### src/rtl/fsm_trial_monitor.sv
// rtl/fsm_trial_monitor.sv - trial sequencer and target-hit monitor for the two-bit state machine
// Runs fixed-length trials, records first-hit latency and reports one result per trial.
module fsm_trial_monitor #(
   parameter int unsigned TRIAL_LEN = 100,
   parameter logic [1:0]  TARGET    = 2'b11,
   parameter int unsigned LAT_W     = 8,
   parameter int unsigned CNT_W     = 16
) (
   input  logic             CLK,
   input  logic             RST,
   input  logic             EN,
   input  logic             A,
   input  logic [1:0]       STATE,
   output logic             TRIAL_START,
   output logic             RES_VALID,
   input  logic             RES_READY,
   output logic             RES_HIT,
   output logic [LAT_W-1:0] RES_LAT,
   output logic             RES_A,
   output logic [CNT_W-1:0] TRIAL_CNT,
   output logic [CNT_W-1:0] HIT_CNT,
   output logic             OVERFLOW
);

   localparam int unsigned      CYC_W    = (TRIAL_LEN > 1) ? $clog2(TRIAL_LEN) : 1;
   localparam logic [CYC_W-1:0] CYC_LAST = CYC_W'(TRIAL_LEN - 1);
   localparam logic [LAT_W-1:0] LAT_ONES = '1;

   typedef enum logic [1:0] {
      S_IDLE,
      S_START,
      S_RUN,
      S_DONE
   } state_e;

   state_e           state_q, state_d;
   logic [CYC_W-1:0] cyc_q, cyc_d;
   logic             hit_q, hit_d;
   logic [LAT_W-1:0] lat_q, lat_d;
   logic             a_cap_q, a_cap_d;
   logic [CNT_W-1:0] trial_cnt_q, trial_cnt_d;
   logic [CNT_W-1:0] hit_cnt_q, hit_cnt_d;
   logic             res_valid_q, res_valid_d;
   logic             res_hit_q, res_hit_d;
   logic [LAT_W-1:0] res_lat_q, res_lat_d;
   logic             res_a_q, res_a_d;
   logic             overflow_q, overflow_d;
   logic             trial_start;

   // Latency clamps at the field maximum when the run index no longer fits.
   logic [31:0]      cyc_ext;
   logic [LAT_W-1:0] lat_now;
   assign cyc_ext = 32'(cyc_q);
   assign lat_now = (cyc_ext > 32'(LAT_ONES)) ? LAT_ONES : LAT_W'(cyc_q);

   always_comb begin
      state_d     = state_q;
      cyc_d       = cyc_q;
      hit_d       = hit_q;
      lat_d       = lat_q;
      a_cap_d     = a_cap_q;
      trial_cnt_d = trial_cnt_q;
      hit_cnt_d   = hit_cnt_q;
      res_valid_d = res_valid_q;
      res_hit_d   = res_hit_q;
      res_lat_d   = res_lat_q;
      res_a_d     = res_a_q;
      overflow_d  = overflow_q;
      trial_start = 1'b0;

      if (res_valid_q && RES_READY) begin
         res_valid_d = 1'b0;
      end

      case (state_q)
         S_IDLE: begin
            if (EN) begin
               state_d = S_START;
            end
         end
         S_START: begin
            trial_start = 1'b1;
            a_cap_d     = A;
            cyc_d       = '0;
            hit_d       = 1'b0;
            lat_d       = '0;
            state_d     = S_RUN;
         end
         S_RUN: begin
            if ((STATE == TARGET) && !hit_q) begin
               hit_d = 1'b1;
               lat_d = lat_now;
            end
            if (cyc_q == CYC_LAST) begin
               state_d = S_DONE;
            end else begin
               cyc_d = cyc_q + 1'b1;
            end
         end
         S_DONE: begin
            if (trial_cnt_q != '1) begin
               trial_cnt_d = trial_cnt_q + 1'b1;
            end
            if (hit_q && (hit_cnt_q != '1)) begin
               hit_cnt_d = hit_cnt_q + 1'b1;
            end
            // A result being accepted on this edge frees the slot for the new one.
            if (!res_valid_q || RES_READY) begin
               res_valid_d = 1'b1;
               res_hit_d   = hit_q;
               res_lat_d   = lat_q;
               res_a_d     = a_cap_q;
            end else begin
               overflow_d = 1'b1;
            end
            state_d = EN ? S_START : S_IDLE;
         end
         default: begin
            state_d = S_IDLE;
         end
      endcase
   end

   always_ff @(posedge CLK) begin
      if (RST) begin
         state_q     <= S_IDLE;
         cyc_q       <= '0;
         hit_q       <= 1'b0;
         lat_q       <= '0;
         a_cap_q     <= 1'b0;
         trial_cnt_q <= '0;
         hit_cnt_q   <= '0;
         res_valid_q <= 1'b0;
         res_hit_q   <= 1'b0;
         res_lat_q   <= '0;
         res_a_q     <= 1'b0;
         overflow_q  <= 1'b0;
      end else begin
         state_q     <= state_d;
         cyc_q       <= cyc_d;
         hit_q       <= hit_d;
         lat_q       <= lat_d;
         a_cap_q     <= a_cap_d;
         trial_cnt_q <= trial_cnt_d;
         hit_cnt_q   <= hit_cnt_d;
         res_valid_q <= res_valid_d;
         res_hit_q   <= res_hit_d;
         res_lat_q   <= res_lat_d;
         res_a_q     <= res_a_d;
         overflow_q  <= overflow_d;
      end
   end

   assign TRIAL_START = trial_start;
   assign RES_VALID   = res_valid_q;
   assign RES_HIT     = res_hit_q;
   assign RES_LAT     = res_lat_q;
   assign RES_A       = res_a_q;
   assign TRIAL_CNT   = trial_cnt_q;
   assign HIT_CNT     = hit_cnt_q;
   assign OVERFLOW    = overflow_q;

endmodule

### config.mk
export PLATFORM = sky130hd
export DESIGN_NAME = fsm_trial_monitor
export DESIGN_NICKNAME = d
export VERILOG_FILES = /design/src/rtl/fsm_trial_monitor.sv
export SDC_FILE = /design/constraint.sdc
export NUM_CORES = 1
export LEC_CHECK = 0
export ABC_AREA = 1
export BUFFER_PORTS_ARGS = -buffer_cell sky130_fd_sc_hd__buf_2
export CORE_MARGIN = 5
export CORE_UTILIZATION = 51
export DETAILED_ROUTE_END_ITERATION = 8
export MAX_ROUTING_LAYER = met4
export PLACE_DENSITY = 0.83
export SLEW_MARGIN = 40
export SYNTH_ARGS = -nofsm -noshare
export SYNTH_HDL_FRONTEND = slang
export SYNTH_SLANG_ARGS = --single-unit
export TNS_END_PERCENT = 1
### constraint.sdc
create_clock -name CLK -period 1.5 [get_ports CLK]
set_input_delay 0.15 -clock CLK [delete_from_list [all_inputs] [get_ports CLK]]
set_output_delay 0.15 -clock CLK [all_outputs]
set_load 0.02 [all_outputs]
### Yosys cells after proc, flatten, opt, wreduce, memory -nomap -nowiden

Cells that the tools add are included.

* $add $sub $neg: 3
* eq/ne operators: 11
* mux-type cells: 15
* reduce and logical (&&, ||, !) cells: 15
* bitwise gates (word level): 1
* $lt $le $gt $ge: 1

Operators by type and width (number)
* 16-bit by 1-bit adder with 16-bit output, second input constant: 2
* 16-bit inequality test, second input constant: 2
* 8-bit 2-to-1 mux: 2
* 8-bit one-hot mux with 2 select lines: 1
* 7-bit one-hot mux with 2 select lines: 1
* 2-bit AND reduction: 7
* 7-bit by 8-bit > comparator with 1-bit output, second input constant: 1
* 2-bit inequality test, second input constant: 4
* 2-bit one-hot mux with 4 select lines: 1
* 7-bit by 1-bit adder with 7-bit output, second input constant: 1
* 7-bit == test, second input constant: 1
* 7-bit 2-to-1 mux: 1
* 2-bit == test, second input constant: 3
* 1-bit 2-to-1 mux: 6
* 2-bit 2-to-1 mux: 2
* 1-bit logical AND: 3
* 2-bit by 1-bit == test with 1-bit output, second input constant: 1
* 1-bit zero test: 2
* 2-bit zero test: 1
* 1-bit one-hot mux with 2 select lines: 1
* 2-bit nonzero test: 1
* 1-bit logical OR: 1
* 1-bit NOT: 1

* bits of input ports: 7
* register bits: 63
* output and inout port bits: 45
* logic and storage cells: 58

### Longest topological paths before layout

* word-level depth: 4
* gate-level depth with buffers: 10
* depth with buffers taken out: 9

### Worst setup path after synthesis

Ideal clock, no wire load.

* path kind: register to register
* from: register hit_cnt_q[0], in the netlist HIT_CNT[0]
* to: register hit_cnt_q[9], in the netlist HIT_CNT[9]
* path buffers: 1
* arrival: 1.475 ns
* stages on the path, launching flop included: 10
* setup time: 0.113 ns
* period minus slack after synthesis: 1.587 ns
* required time: 1.387 ns
* path slack: -0.087 ns
* path through: dfxtp_1 > ha_1 > nand2_1 > nor2_2 > nand4_4 > nand2_4 > buf_6 > nand2_1 > nand2_1 > nor2_1

* word-level cells in the longest chain between the ends: 3
* elaborated cells between the ends (all ways): 4
* those cells by class: add/sub: 1; eq/ne: 1; reduce/logical: 2

Ends and longest elaborated chain
* from (decl): line 42 `logic [CNT_W-1:0] hit_cnt_q, hit_cnt_d;`
* from (signal assigned): line 145 `hit_cnt_q <= hit_cnt_d;`
* branches (longest 3 deep; another with 16-bit by 1-bit adder with 16-bit output)

Several ways; the timed one is not identified.
A chain may end at the register's enable or synchronous reset.

### Final worst setup path

* from: register trial_cnt_q[0], in the netlist TRIAL_CNT[0]
* to: register trial_cnt_q[11], in the netlist TRIAL_CNT[11]

* word-level cells in the longest chain between the ends: 2
* elaborated cells between the ends (all ways): 3
* those cells by class: add/sub: 1; eq/ne: 1; reduce/logical: 1

Ends and longest elaborated chain
* from (decl): line 41 `logic [CNT_W-1:0] trial_cnt_q, trial_cnt_d;`
* from (signal assigned): line 144 `trial_cnt_q <= trial_cnt_d;`
* branches (longest 2 deep; another with 16-bit by 1-bit adder with 16-bit output)

Several ways; the timed one is not identified.

==> reports/results.ini <==
[yosys]
synth_top_family_by_area=simple AND/OR/NAND/NOR gates
yosysSeqAreaShare_pct=38.7
async_reset_ff_share_pct=0
yosysTopAreaCell=dfxtp_1
synth_flop_cell=dfxtp_1
synth.area.top_cells=dfxtp_1, nand2_1, nor2_1
synth_top_area_share_pct=38.7
yosys-mux-area-fraction_pct=0
ys_types=34
syn_nets=494
synth_cells=480
synth.avg_cell_area_um2=6.58
synthesis.area_um2=3160
synthSimpleGateAreaFrac_pct=37.9
yosys_warnings=0
synth_xor_area_share_pct=2.22
synth-edff-count=0
synth_compound_area_share_pct=9.11
synthAdderAreaFrac_pct=2.77
synth-seq-cells=61

[timing]
fin_skew_ns=0.00531
min_period_ns=1.58
report.final.slew_viol_count=0
whs_ns=0.0816
worst_slack_ns=-0.0764
setup_violations=2
max_freq_mhz=634
hold_viol_final=0
rsz0062_at_grt=true
min_period_over_period_pct=105

[finish]
final_cell_mix=nand2_1, nor2_1, dfxtp_1, buf_2, inv_1
final_common_cell=nand2_1
ff_latch_area_um2=1230
area_delta_synth_final_pct=29.4
drive_gt1_share_pct=26.7
diodes=0
num-fill-cells=490
multi_input_area_um2=1790
final_nets=582

[route]
totalWireLength_mm=8.63
drtIter0Drc=148
vias_per_cell=5.20
drtAntennaViolNets=0
drt-wirelength-per-cell_um=13.3
num_vias=3372
firstDrtPassIters=5
drc_errors=0

[die]
start_util_pct=53.0
rows=28
ioPinCount=52
die_x_um=88.7
die_y_um=88.7
dieArea_um2=7870
core-area_um2=5960

[critical_path]
crit_path_max_incr_delay_ns=0.36
critPathKind=register to register
crit_path_end_kind=register
critPathArrivalTime_ns=1.81
crit_required_ns=1.73
cp_slowest_cell=dfxtp_2
worstPathCellList=ha_4, inv_1, nor2_2, nand2_2, nor2_4, buf_6, nand2_4, a21oi_1, nor2_1
start_kind=register
critPathMaxFanout=5

[grt]
grt_pass1_wl_mm=13.5
grt_overflow=0
grt_pass1_vias=3159
grt_antenna_before_repair=0
groute.usage.overall_pct=22.4
grt_max_degree=26

[clock_network]
cts_tree=yes
clock_latency_ns=0.35
clk_pin_slew_ns=0.07
htree_levels=3
cts_root_buf=clkbuf_8
numCtsBuffers=9
cts.path.max_buffers=2
cts.sinks=61

[flow_run]
maxCapViolCount=0

[run_status]
violations=negative setup slack
status=finished with violations

[placed_design]
portBuffers=50
gp_congestion=0.868
hpwl_mm=5.78

[power_and_ir_drop]
leakage_nw=1.93
vdd_drop_max_mv=0.977
total_power_mw=4.37
p_per_area_nw_per_um2=1070

[worst_hold_path]
hold_class=primary input to register

-- synthesized netlist by cell type (all sizes together), types with 2 or more instances --
cell type,count
nand2,125
nor2,111
dfxtp,61
inv,50
nand3,35
a21oi,24
o21ai,18
buf,12
ha,7
nand4,7
o22ai,7
xor2,6
clkbuf,3
nand3b,2
or2,2
xnor2,2
-- report_power, final --
part	internal [mW]	switching (mW)	leakage, nW
Clock	0.942	0.697	0.110
Sequential	1.74	0.101	0.497
Combinational	0.323	0.568	1.33
-- layout make-up --
| class | count | area share [%] |
|---|---|---|
| Clock inverter | 7 | 2.42 |
| Sequential cell | 61 | 30.2 |
| Clock buffer | 9 | 3.03 |
| Tap cell | 75 | 2.30 |
| Inverter | 51 | 4.68 |
| Multi-Input combinational cell | 356 | 43.7 |
| Timing Repair Buffer | 89 | 13.7 |
-- kinds of logic after synthesis --
family	count (synthesis)
compound gates	53
xor+xnor	8
simple gates	284
fa+ha+maj	7
other cells	1
buf+inv	66
flops	61
-- what timing repair did --
item                       in CTS  in global routing
pin swaps                       0                  7
setup buffers                   0                  4
hold buffers                    0                  0
cloned                          0                  3
setup endpoints to repair      27                 41
hold endpoints to repair        0                  0
resized for setup               5                 36
-- stage by stage --
step / TNS (ns) / cells / util [%] / worst slack [ns] / cell area (µm²)
2_1_floorplan: -0.253 / 480 / - / -0.0279 / 3160
3_3_place_gp: 0 / 625 / 61.8 / 0.0243 / 3680
3_5_place_dp: -0.407 / 625 / 61.8 / -0.0443 / 3680
4_1_cts: -0.0177 / 641 / 65.7 / -0.00912 / 3920
5_1_grt: -0.683 / 648 / 68.6 / -0.158 / 4090
6_report: -0.0817 / 648 / 68.6 / -0.0764 / 4090
-- state kept, by name (all words and copies together) (netlist names) --
name	flops
TRIAL_CNT	16
RES_HIT	1
cyc_q	7
HIT_CNT	16
hit_q	1
RES_LAT	7
OVERFLOW	1
RES_VALID	1
RES_A	1
lat_q	7
a_cap_q	1
state_q	2
-- path summary, 6_finish.rpt --
path / start / to / slack [ns] / cells after the start
setup / recovery: TRIAL_CNT[0] / TRIAL_CNT[11] / -0.08 / 9
hold / removal: A / a_cap_q / 0.08 / 3
setup reg to reg: TRIAL_CNT[0] / TRIAL_CNT[11] / -0.08 / 9
hold reg to reg: lat_q[4] / lat_q[4] / 0.48 / 2
-- worst max-delay path: cells and delay by family (launching register included) --
kind                     cells  cell delay (ns)
buffers and inverters        2             0.18
flip-flops                   1             0.36
AO/OA/AOI/OAI                1             0.21
adder cells (fa/ha/maj)      1             0.14
AND/OR/NAND/NOR              5             0.56
-- layer usage --
metal  GRT usage (%)  share of wire, %  wire (µm)  vias up
met5               -                 0          0        -
met4            7.55               2.0        174        0
met3            6.05               5.6        484       21
met2            38.3                51       4380      110
met1            25.0                42       3590     1553
li1                -                 -          -     1688
No activity file was read; power rests on OpenSTA's default activity.
